--- src/rtl/rt_sched_pkg.sv ---
// Shared types and helpers for the ray frame scheduler.
package rt_sched_pkg;

    typedef enum logic [1:0] {IDLE, ISSUE, DRAIN, DONE} sched_state_t;

    function automatic int frame_pixels(input int h_res, input int v_res);
        return h_res * v_res;
    endfunction

endpackage

--- src/rtl/inflight_credit_counter.sv ---
// Tracks rays issued but not yet shaded; refuses to count below zero.
module inflight_credit_counter #(
    parameter int W = 5
) (
    input  logic         clock,
    input  logic         reset,
    input  logic         inc,
    input  logic         dec,
    input  logic [W-1:0] max,
    output logic [W-1:0] count,
    output logic         at_limit,
    output logic         underflow
);

    logic dec_ok;

    assign underflow = dec && (count == '0);
    assign dec_ok    = dec && (count != '0);
    assign at_limit  = (count >= max);

    always_ff @(posedge clock or posedge reset) begin
        if (reset) begin
            count <= '0;
        end else begin
            case ({inc, dec_ok})
                2'b10:   count <= count + 1'b1;
                2'b01:   count <= count - 1'b1;
                default: count <= count;
            endcase
        end
    end

endmodule

--- src/rtl/ray_frame_scheduler.sv ---
// Walks an H_RES x V_RES frame in raster order and issues one primary ray per
// pixel, throttled by FIFO backpressure and an in-flight credit limit.
module ray_frame_scheduler
    import rt_sched_pkg::*;
#(
    parameter int D_BITS       = 32,
    parameter int Q_BITS       = 10,
    parameter int H_RES        = 64,
    parameter int V_RES        = 48,
    parameter int FOCAL        = 64,
    parameter int MAX_INFLIGHT = 16
) (
    input  logic                          clock,
    input  logic                          reset,
    input  logic                          start,
    input  logic signed [2:0][D_BITS-1:0] origin_in,
    input  logic                          in_full,
    output logic signed [5:0][D_BITS-1:0] ray_out,
    output logic                          ray_wr_en,
    input  logic                          pixel_done,
    output logic                          busy,
    output logic                          frame_done,
    output logic                          credit_err
);

    localparam int NPIX = frame_pixels(H_RES, V_RES);
    localparam int XW   = $clog2(H_RES);
    localparam int YW   = $clog2(V_RES);
    localparam int CW   = $clog2(NPIX + 1);
    localparam int IW   = $clog2(MAX_INFLIGHT + 1);

    sched_state_t state, state_nx;

    logic [XW-1:0] x;
    logic [YW-1:0] y;
    logic [CW-1:0] issued, completed;
    logic [IW-1:0] inflight;
    logic          at_limit, underflow, dec_ok, start_ok;

    logic signed [2:0][D_BITS-1:0] origin;
    logic signed [D_BITS-1:0]      dx, dy, dz;

    assign start_ok   = (state == IDLE) && start;
    assign dec_ok     = pixel_done && !underflow;
    assign ray_wr_en  = (state == ISSUE) && !in_full && !at_limit;
    assign busy       = (state != IDLE);
    assign frame_done = (state == DONE);

    inflight_credit_counter #(.W(IW)) u_credit (
        .clock     (clock),
        .reset     (reset),
        .inc       (ray_wr_en),
        .dec       (pixel_done),
        .max       (IW'(MAX_INFLIGHT)),
        .count     (inflight),
        .at_limit  (at_limit),
        .underflow (underflow)
    );

    always_ff @(posedge clock or posedge reset) begin
        if (reset) state <= IDLE;
        else       state <= state_nx;
    end

    // ISSUE leaves on the edge of the final write; DRAIN counts a completion
    // arriving on that same edge so the frame ends without an extra cycle.
    always_comb begin
        state_nx = state;
        case (state)
            IDLE:  if (start) state_nx = ISSUE;
            ISSUE: if (ray_wr_en && issued == CW'(NPIX - 1)) state_nx = DRAIN;
            DRAIN: if (completed + CW'(dec_ok) == CW'(NPIX)) state_nx = DONE;
            DONE:  state_nx = IDLE;
            default: state_nx = IDLE;
        endcase
    end

    always_ff @(posedge clock or posedge reset) begin
        if (reset) begin
            x          <= '0;
            y          <= '0;
            issued     <= '0;
            completed  <= '0;
            origin     <= '0;
            credit_err <= 1'b0;
        end else begin
            if (underflow) credit_err <= 1'b1;
            if (start_ok) begin
                x         <= '0;
                y         <= '0;
                issued    <= '0;
                completed <= '0;
                origin    <= origin_in;
            end else begin
                if (ray_wr_en) begin
                    issued <= issued + 1'b1;
                    if (x == XW'(H_RES - 1)) begin
                        x <= '0;
                        y <= y + 1'b1;
                    end else begin
                        x <= x + 1'b1;
                    end
                end
                if (dec_ok) completed <= completed + 1'b1;
            end
        end
    end

    // Pixel-centred camera ray; y grows downward so dy flips sign.
    assign dx = (D_BITS'(x) - D_BITS'(H_RES / 2)) <<< Q_BITS;
    assign dy = (D_BITS'(V_RES / 2) - D_BITS'(y)) <<< Q_BITS;
    assign dz = (D_BITS'(0) - D_BITS'(FOCAL)) <<< Q_BITS;

    always_comb begin
        ray_out = '0;
        if (state == ISSUE) begin
            ray_out[2:0] = origin;
            ray_out[3]   = dx;
            ray_out[4]   = dy;
            ray_out[5]   = dz;
        end
    end

endmodule

--- config.mk ---
export PLATFORM = sky130hd
export DESIGN_NAME = ray_frame_scheduler
export DESIGN_NICKNAME = d
export VERILOG_FILES = /design/src/rtl/rt_sched_pkg.sv /design/src/rtl/inflight_credit_counter.sv /design/src/rtl/ray_frame_scheduler.sv
export SDC_FILE = /design/constraint.sdc
export NUM_CORES = 1
export LEC_CHECK = 0
export CAP_MARGIN = 10
export CORE_ASPECT_RATIO = 0.6
export CORE_UTILIZATION = 45
export CTS_CLUSTER_SIZE = 40
export DETAILED_ROUTE_END_ITERATION = 10
export GPL_ROUTABILITY_DRIVEN = 1
export MAX_ROUTING_LAYER = met4
export PLACE_DENSITY = 0.82
export SKIP_CTS_REPAIR_TIMING = 1
export SYNTH_ARGS = -nofsm -noshare
export SYNTH_HDL_FRONTEND = slang
export SYNTH_HIERARCHICAL = 1
export SYNTH_SLANG_ARGS = --single-unit
--- constraint.sdc ---
create_clock -name clock -period 6.67 [get_ports clock]
set_clock_uncertainty 0.2 [all_clocks]
set_input_delay 1.334 -clock clock [delete_from_list [all_inputs] [get_ports clock]]
set_output_delay 1.334 -clock clock [all_outputs]
set_load 0.03 [all_outputs]
==> run summary <==
The share of synthesized area occupied by flip-flops and latches is about 45%. The number of clock sinks came out at 140. Setup repair after global routing left no endpoint under its margin.

The final layout contains routed wiring with a total length of roughly 20000 um. The fraction of final layout cells with drive strength greater than 1 is under 10%. The final estimated routing congestion in global placement came out at approximately 0.86. For this run, the leading register cell type out of synthesis is dfrtp_1.

The number of core rows is 36. The post-synthesis share of cell area spent on and, or, nand and nor gates is between 30% and 40%. The kind of capture point of the worst setup path is an output pin. The clock tree synthesis step divided the H-tree into 4 levels. The number of clock buffers added by TritonCTS is 17. The first-pass GRT wire length is roughly 32000 um. The synthesized netlist cell count came out at roughly 930.

Yosys mapped the design onto 58 distinct sky130hd cell types. The fraction of synthesized cell area in xor and xnor cells came out at 3.92%. The final net count came out at approximately 1.2k. In this run the tightest slew margin relative to its limit is a little under a quarter. The count of flip-flops with a built-in enable after synthesis is 0.

The worst setup path is of the reg -> out kind. The combinational family with the most area after synthesis is simple AND/OR/NAND/NOR gates. Pin placement for this block handled a little under 300 I/O pins. The longest clock path from root to sink contains 2 buffers. The run finished with clean final reports. The repair_antennas step left the layout with diodes totalling 0. The number of warnings issued by yosys came out at 6.

The final hold violation count is 0. The floorplan step defined a die boundary enclosing around 0.018 sq mm. The worst IR drop on VDD is 178 uV. Clock latency on the worst-skew pair, taken at its later pin, is a little over 0.4 ns. In the routed layout, each cell is associated on average with a via count of about 4.8. The residual overflow from global routing came out at 0.

Across the run, the number of max-cap violations was 0. The largest fanout on the critical path is 79. The cell area after synthesis came out at between 0.007 and 0.008 sq mm. The share of async-settable or async-resettable flops after synthesis came out at 100%. The share of the synthesized area in the top cell type came out at around 45%.

The highest clock frequency the design can meet came out at 210 MHz. Sorting the synthesized cells by area gives the leading types as dfrtp_1, nand2_1, and2_1, buf_4, ha_1. In this run the remaining antenna-violating nets after routing total 0. The pin count of the biggest net entering global routing came out at between 90 and 100.

The worst setup path is launched from a flip-flop. The via count of the first global-routing pass came out at ~6.3k. The synthesis-to-layout area growth came out at 36.2%.

The synthesized design contains 140 register bits. Ranked by instance count, the synthesized netlist is headed by nand2_1, dfrtp_1, and2_1. In the final layout, flip-flops and latches occupy between 0.003 and 0.004 sq mm.

The endpoint arrival time on the critical path is between 3 and 4 ns. The floorplan step set the die height to between 100 and 150 um. The standard cell core area came out at between 0.015 and 0.02 sq mm.

The mux cell area share after synthesis is less than 1%. The origin of the critical flop-to-flop path is u_credit/count[1]. The average footprint of a synthesized cell is 8.39 sq um. The adder-cell share of the synthesized area is 3.36%.

After detailed routing, the number of remaining DRC violations is 0. The hold path startpoint is origin[35]. The count of TritonRoute iterations in the first routing pass came out at 5.

The class of the worst hold path is reg -> reg. The cell depth of the worst flop-to-flop path is 13. The fill cell instance count of the final layout is 1421. The leakage component of the power is 4.99 nW. Power comes to a little over 0.004 W. Measured along the x axis, the die boundary spans between 150 and 200 um. Counting I/O delays and the setup requirement, the final critical path takes between 4 and 5 ns. The overall fraction of global-route tracks in use is 23.1%. The tree is rooted in a clkbuf_16. nand2_1 is the most common cell in the netlist. The required time of the critical path is slightly above 5 ns. The count of buffers inserted at the top-level ports came out at 260.

The total setup violations reported at the end of the flow came out at 0. The final route contains 6485 vias. The total count of max-transition violations in the final report is 0. The setup TNS came out at 0 ns. The synthesized design spends more area on one cell type than any other, namely dfrtp_1. The TritonCTS clock tree is yes.

The area fraction in compound gates after synthesis came out at roughly 3.9%. The multi-input logic area is between 0.003 and 0.004 sq mm. The period utilization came out at a little under three quarters. The worst hold path cell count is 2. At the pin with the least slew margin, the transition time is roughly 1.1 ns. The slack of the worst reg-to-reg path is around 2.5 ns. The half-perimeter wire length after placement is between 10000 and 15000 um. The endpoint of the lowest-slack register-to-register path is u_credit/count[4]. Power spread over the standard cell area amounts to slightly below 400 mW/mm^2. The initial antenna violation count came to 0. The clock-pin transition on the worst setup and hold timing paths came out at ~0.06 ns. The first routing iteration left just under 600 violations. The post-layout utilization of the core came out at roughly 64%.

For hold timing, the worst endpoint is origin[35]. The wire length per cell after detailed routing is 14.5 um. The initial cell density of the core is a little under half.
cell families after synthesis:
| logic type | after synthesis |
|---|---|
| flip-flops | 140 |
| AO/OA/AOI/OAI | 41 |
| buffers and inverters | 146 |
| other | 2 |
| AND/OR/NAND/NOR | 544 |
| adder cells (fa/ha/maj) | 21 |
| multiplexers | 3 |
| XOR/XNOR | 35 |
stage by stage:
stage / cell area [sq um] / std cells / setup slack, ns / hold slack [ns]
floorplan: 7960 / 971 / 1.52 / 0.237
finish: 10600 / 1364 / 1.92 / 0.267
CTS: 10600 / 1364 / 1.85 / 0.269
global route: 10600 / 1364 / 1.58 / 0.286
detailed placement: 10100 / 1333 / 1.93 / 0.254
global placement: 10100 / 1333 / 1.93 / 0.249
power by group:
group | internal, W | switching (W) | total, W
Clock | 0.000514 | 0.000378 | 0.000891
Combinational | 0.000740 | 0.00110 | 0.00184
Sequential | 0.00117 | 0.000212 | 0.00138
metal layers:
metal | vias to the layer above | part of all wire, % | track usage [%]
met2 | 192 | 48 | 35.8
met3 | 10 | 6.6 | 5.82
met5 | - | 0 | -
met4 | 0 | 0.60 | 4.68
met1 | 3098 | 45 | 30.6
li1 | 3185 | - | -
sequential cells by signal, summed over array words and instances, names as in the netlist:
signal,cells
origin,96
completed,12
issued,12
x,6
y,6
u_credit/count,5
state,2
credit_err,1
cell type report:
cell class,instances,share of cell area (%)
Multi-Input combinational cell,685,33.9
Sequential cell,140,32.9
Timing Repair Buffer,263,24.7
Clock buffer,18,4.03
Tap cell,228,2.68
Clock inverter,13,1.13
Inverter,17,0.647
worst max path at each step:
stage	slack [ns]	startpoint	cells past startpoint	end
3_3_place_gp	1.93	in_full	4	ray_wr_en
3_5_place_dp	1.93	in_full	4	ray_wr_en
6_report	1.92	state[1]	4	ray_out[118]
4_1_cts	1.85	state[1]	4	ray_out[127]
2_1_floorplan	1.52	reset	1	completed[0]
5_1_grt	1.58	state[1]	4	ray_out[116]
layout by cell type, fill, tap and decap left out, types with 4 or more instances in the layout:
cell type,count
nand2_1,312
clkdlybuf4s50_1,260
dfrtp_1,140
and2_1,107
nor2_1,44
conb_1,41
xor2_1,21
ha_1,20
clkbuf_16,17
a21oi_1,15
xnor2_1,14
inv_1,14
nand3_1,12
nand4_1,11
nand2b_1,8
nor3_1,7
and3_1,7
nor2b_1,6
o21ai_0,5
or2_2,4
nor3b_1,4
clkinv_4,4
worst max-delay path, cell delays in order, from the launching register on:
cell,delay (ns)
dfrtp_1,0.41
inv_1,0.18
ha_4,0.59
nor2b_1,0.78
clkdlybuf4s50_1,0.82
(Power assumes the default switching activity.)
